`config.mk`:
```
export PLATFORM = sky130hd
export DESIGN_NAME = text_cmd_ctrl
export DESIGN_NICKNAME = d
export VERILOG_FILES = /design/src/rtl/text_cmd_ctrl.sv
export SDC_FILE = /design/constraint.sdc
export NUM_CORES = 1
export LEC_CHECK = 0
export ABC_AREA = 0
export CORE_ASPECT_RATIO = 1.25
export CORE_MARGIN = 2
export CORE_UTILIZATION = 30
export DETAILED_ROUTE_END_ITERATION = 12
export GPL_TIMING_DRIVEN = 0
export PLACE_DENSITY = 0.54
export SLEW_MARGIN = 20
export SYNTH_ARGS = -nofsm -noshare
export SYNTH_HDL_FRONTEND = slang
export SYNTH_SLANG_ARGS = --single-unit
```
`constraint.sdc`:
```
create_clock -name clk_i -period 2.4 [get_ports clk_i]
set_input_delay 0.24 -clock clk_i [delete_from_list [all_inputs] [get_ports clk_i]]
set_output_delay 0.24 -clock clk_i [all_outputs]
set_load 0.01 [all_outputs]
```
`src/rtl/text_cmd_ctrl.sv`:
```
// UART byte-command decoder for a text screen buffer: col, row, char, terminator writes one cell; 0x80 clears the screen.
// Writes appear the cycle after the byte event; bytes arriving during a clear are dropped and flagged on ovr_o.
module text_cmd_ctrl #(
  parameter int N_COL         = 80,
  parameter int N_ROW         = 30,
  parameter int N_COL_WIDTH   = 7,
  parameter int N_ROW_WIDTH   = 5,
  parameter int N_CHARS_WIDTH = 7,
  parameter logic [N_CHARS_WIDTH-1:0] CLEAR_CHAR = 7'h20
) (
  input  logic                     clk_i,
  input  logic                     rstn_i,
  input  logic                     rx_valid_i,
  input  logic [7:0]               rx_data_i,
  output logic                     wr_en_o,
  output logic [N_COL_WIDTH-1:0]   col_w_o,
  output logic [N_ROW_WIDTH-1:0]   row_w_o,
  output logic [N_CHARS_WIDTH-1:0] din_o,
  output logic                     busy_o,
  output logic                     err_o,
  output logic                     ovr_o
);

  typedef enum logic [2:0] {S_COL, S_ROW, S_DATA, S_TERM, S_CLEAR} state_t;

  state_t                 state;
  logic                   rx_valid_q;
  logic                   discard;
  logic                   clr_last;
  logic [N_COL_WIDTH-1:0] col, clr_col, clr_col_nxt;
  logic [N_ROW_WIDTH-1:0] row, clr_row, clr_row_nxt;
  logic                   ev;
  logic                   clr_at_end;
  logic                   clr_issue;

  assign ev         = rx_valid_i & ~rx_valid_q;
  assign clr_at_end = (int'(clr_col) == N_COL - 1) && (int'(clr_row) == N_ROW - 1);
  // The clear counters always hold the next cell to write, so the first write can go out on the 0x80 edge itself.
  assign clr_issue  = ((state == S_COL) && ev && (rx_data_i == 8'h80)) ||
                      ((state == S_CLEAR) && !clr_last);

  always_comb begin
    clr_col_nxt = clr_col + 1'b1;
    clr_row_nxt = clr_row;
    if (int'(clr_col) == N_COL - 1) begin
      clr_col_nxt = '0;
      clr_row_nxt = (int'(clr_row) == N_ROW - 1) ? '0 : clr_row + 1'b1;
    end
  end

  always_ff @(posedge clk_i or negedge rstn_i) begin
    if (!rstn_i) begin
      state      <= S_COL;
      rx_valid_q <= 1'b0;
      discard    <= 1'b0;
      clr_last   <= 1'b0;
      col        <= '0;
      row        <= '0;
      clr_col    <= '0;
      clr_row    <= '0;
      wr_en_o    <= 1'b0;
      col_w_o    <= '0;
      row_w_o    <= '0;
      din_o      <= '0;
      busy_o     <= 1'b0;
      err_o      <= 1'b0;
      ovr_o      <= 1'b0;
    end else begin
      rx_valid_q <= rx_valid_i;
      wr_en_o    <= 1'b0;
      err_o      <= 1'b0;
      ovr_o      <= 1'b0;
      case (state)
        S_COL: if (ev) begin
          if (rx_data_i[7]) begin
            if (rx_data_i == 8'h80) state <= S_CLEAR;
            else                    err_o <= 1'b1;
          end else begin
            col   <= (int'(rx_data_i[6:0]) >= N_COL) ? N_COL_WIDTH'(int'(rx_data_i[6:0]) - N_COL)
                                                     : N_COL_WIDTH'(rx_data_i[6:0]);
            state <= S_ROW;
          end
        end
        S_ROW: if (ev) begin
          row     <= N_ROW_WIDTH'(rx_data_i[4:0]);
          discard <= int'(rx_data_i[4:0]) >= N_ROW;
          err_o   <= int'(rx_data_i[4:0]) >= N_ROW;
          state   <= S_DATA;
        end
        S_DATA: if (ev) begin
          if (!discard) begin
            wr_en_o <= 1'b1;
            col_w_o <= col;
            row_w_o <= row;
            din_o   <= N_CHARS_WIDTH'(rx_data_i[6:0]);
          end
          state <= S_TERM;
        end
        S_TERM: if (ev) begin
          discard <= 1'b0;
          err_o   <= (rx_data_i != 8'h0A);
          state   <= S_COL;
        end
        S_CLEAR: begin
          if (ev) ovr_o <= 1'b1;
          if (clr_last) begin
            clr_last <= 1'b0;
            busy_o   <= 1'b0;
            state    <= S_COL;
          end
        end
        default: state <= S_COL;
      endcase
      if (clr_issue) begin
        wr_en_o  <= 1'b1;
        busy_o   <= 1'b1;
        col_w_o  <= clr_col;
        row_w_o  <= clr_row;
        din_o    <= CLEAR_CHAR;
        clr_col  <= clr_col_nxt;
        clr_row  <= clr_row_nxt;
        clr_last <= clr_at_end;
      end
    end
  end

endmodule

```
==> flow_metrics.tcl <==
set metrics [dict create \
    status "completed" \
    final_util_pct 37.0 \
    syn_area_mm2 0.00261 \
    antenna_found_initial 0 \
    final_max_slew_viol_count 0 \
    netlist-cell-type-count 57 \
    max-slew-margin-rel_pct 52.3 \
    cts_setup_buffers 0 \
    syn_area_per_cell_um2 11.8 \
    fp.dieArea_mm2 0.00946 \
    finalNonFillerCells 364 \
    peakVddDrop_mv 0.375 \
    grt_max_degree 54 \
    placedCellCount 355 \
    report.power.total_mw 2.75 \
    rsz0062_at_grt "false" \
    drt_iter0_markers 70 \
    syn_inst 222 \
    syn_nets 237 \
    seq_area_frac_synth_pct 50.8 \
    fillers 883 \
    hold_viol_final 0 \
    boundaryPins 34 \
    gp_congestion 0.801 \
    synth_ff_type "dfrtp_1" \
    crit_fanout 10 \
    cts_repair_resize_count 0 \
    die_h_um 108 \
    rows 38 \
    h-tree-depth 2 \
    maxCapViolCount 0 \
    min_period_over_period_pct 90.1 \
    synth_enable_flop_cells 0 \
    finClkSkew_ns 0.00402 \
    async_flop_share_pct 100 \
    viasPerCell 4.96 \
    pwr_density_cell_mw_per_mm2 870 \
    insertion_delay_ns 0.31 \
    tns_ns 0 \
    drc 0 \
    crit_chain "clkdlybuf4s50_1 > inv_1 > ha_1 > nor4b_2 > and4_4 > buf_8 > nor2_8 > inv_4 > buf_6 > a221o_1" \
    grtUsageTotal_pct 13.2 \
    area_growth_syn_to_layout_pct 21.2 \
    multiInputGateArea_mm2 0.00115 \
    cp_slowest_cell "clkdlybuf4s50_1" \
    port_buffers 33 \
    setup_viol 0 \
    numCtsBuffers 5 \
    grt_pass1_vias 1779 \
    finish.net_count 278 \
    cp.required_ns 2.60 \
    cp.arrival_ns 2.37 \
    hp-class "primary input to flop" \
    worstSetupPathType "primary input to flop" \
    clock-root-buffer "clkbuf_8" \
    hpwl_um 4090 \
    critical_path.max_stage_delay_ns 0.57 \
    max_clock_freq_mhz 463 \
    core-area_mm2 0.00856 \
    die_w_um 87.4 \
    wirelength_um 5720 \
    worstMarginPinSlew_ns 0.710 \
    p_leak_nw 1.43 \
    clk_pin_slew_ns 0.10 \
    ant_nets 0 \
    vias 1806 \
    wire_per_inst_um 15.7 \
    diodes 0 \
    cts_tree "yes" \
    area.sequential_mm2 0.00133 \
    period_minus_slack_ns 2.16 \
    start_util_pct 30.5 \
    grt_pass1_wl_um 9520 \
    critPathLaunchType "primary input" \
    cts.sinks 53 \
    layout-drive-gt1-share_pct 14.0 \
    cts_max_path_buffers 2 \
    end_kind "flop" \
    grt.overflow.total 0 \
    drtPass1Iterations 4 \
    yosys_warnings 0 \
    synth_seq_cells 53 \
]
-- layout make-up --
cell class	count	area share, %
Timing Repair Buffer	34	10.7
Clock buffer	5	2.18
Inverter	6	0.791
Clock inverter	3	0.712
Tap cell	100	3.96
Multi-Input combinational cell	152	36.4
Sequential cell	53	41.9
Buffer	11	3.32
-- metrics by stage --
step / cell area, um^2 / setup WS [ns] / hold slack, ns
floorplan: 2610 / 0.705 / -0.0556
CTS: 3160 / 0.214 / 0.453
global route: 3160 / 0.0854 / 0.470
global placement: 3060 / -0.686 / 0.458
finish: 3160 / 0.239 / 0.452
detailed placement: 3060 / -0.133 / 0.339
-- Yosys cell counts, types with 2 or more instances --
library cell	count	share of area, %
or3b_4	2	0.86
inv_1	4	0.58
buf_8	2	1.2
dfrtp_1	53	51
a22o_1	2	0.67
mux2i_1	3	1.2
and2_1	8	1.9
a221o_1	9	3.5
mux2_1	10	4.3
buf_2	3	0.58
ha_1	4	1.9
nand2_1	22	3.2
nand4_1	2	0.48
nor2b_1	7	1.7
o211ai_1	4	1.2
nand3b_1	2	0.58
mux2_4	5	2.9
o21ai_1	5	0.96
nor2_1	12	1.7
o22ai_1	2	0.48
nor3b_1	2	0.58
a32o_1	2	0.77
nor3_1	3	0.58
buf_6	5	2.2
o221ai_1	2	0.67
a21oi_1	10	1.9
and3_1	2	0.48
nor2_8	2	1.5
xnor2_1	2	0.67
o21ai_0	4	0.77
-- report_power, final --
group	switching (mW)	total [mW]	leakage [nW]	internal (mW)
clock network	0.323	0.531	0.0481	0.208
logic	0.363	0.911	0.710	0.547
registers	0.149	1.31	0.669	1.16
-- registers in the layout (all words and copies together) (netlist names), 3 cells and up --
name,flops
clr_col,7
col_w_o,7
col,7
row_w_o,5
din_o,7
row,5
clr_row,5
state,3
-- repair_timing --
action	4_1_cts	5_1_grt
setup endpoints to repair	0	0
hold endpoints to repair	53	0
hold buffers	1	0
-- metal layers --
layer  wire length [um]  part of all wire (%)  global-route usage [%]
met1               2680                    47                    18.3
met3                204                   3.6                    2.60
met4                128                   2.2                    5.38
met2               2710                    47                    20.1
met5                  0                     0                       0
-- cells by family (layout without fill, tap and decap cells) --
| group | after synthesis | in the layout | share of synthesized area, % |
|---|---|---|---|
| buffers and inverters | 17 | 59 | 4.99 |
| adders and majority gates | 4 | 4 | 1.92 |
| xor gates and xnor gates | 3 | 3 | 1.01 |
| and+or+nand+nor | 78 | 78 | 19.1 |
| DFF | 53 | 53 | 50.8 |
| muxes | 18 | 18 | 8.35 |
| AOI/OAI and AO/OA | 49 | 49 | 13.8 |
-- cells in the final DEF (no fill, tap or decap), types with 7 or more instances in the layout --
cell	n
nor2b_1	7
nor2_1	12
and2_1	8
a221o_1	9
a21oi_1	10
clkdlybuf4s50_1	32
mux2_1	10
dfrtp_1	53
nand2_1	22
-- final timing paths --
check	from	endpoint	slack, ns	cells past startpoint
min reg2reg	row[3]$_DFFE_PN0P_	row[3]$_DFFE_PN0P_	0.49	1
max	rx_data_i[4]	row_w_o[1]$_DFFE_PN0P_	0.24	10
max in group asynchronous	rstn_i	clr_row[3]$_DFFE_PN0P_	1.44	2
min in group asynchronous	rstn_i	clr_row[0]$_DFFE_PN0P_	0.49	2
max reg2reg	clr_col[0]$_DFFE_PN0P_	clr_row[2]$_DFFE_PN0P_	0.40	5
min	rx_valid_i	rx_valid_q$_DFF_PN0_	0.45	1
-- critical path: cells and delay by family --
family	cells	cell delay, ns
fa+ha+maj	1	0.21
simple gates	3	0.54
compound gates	1	0.34
buf+inv	5	1.02
No activity file was read; power rests on OpenSTA's default activity.
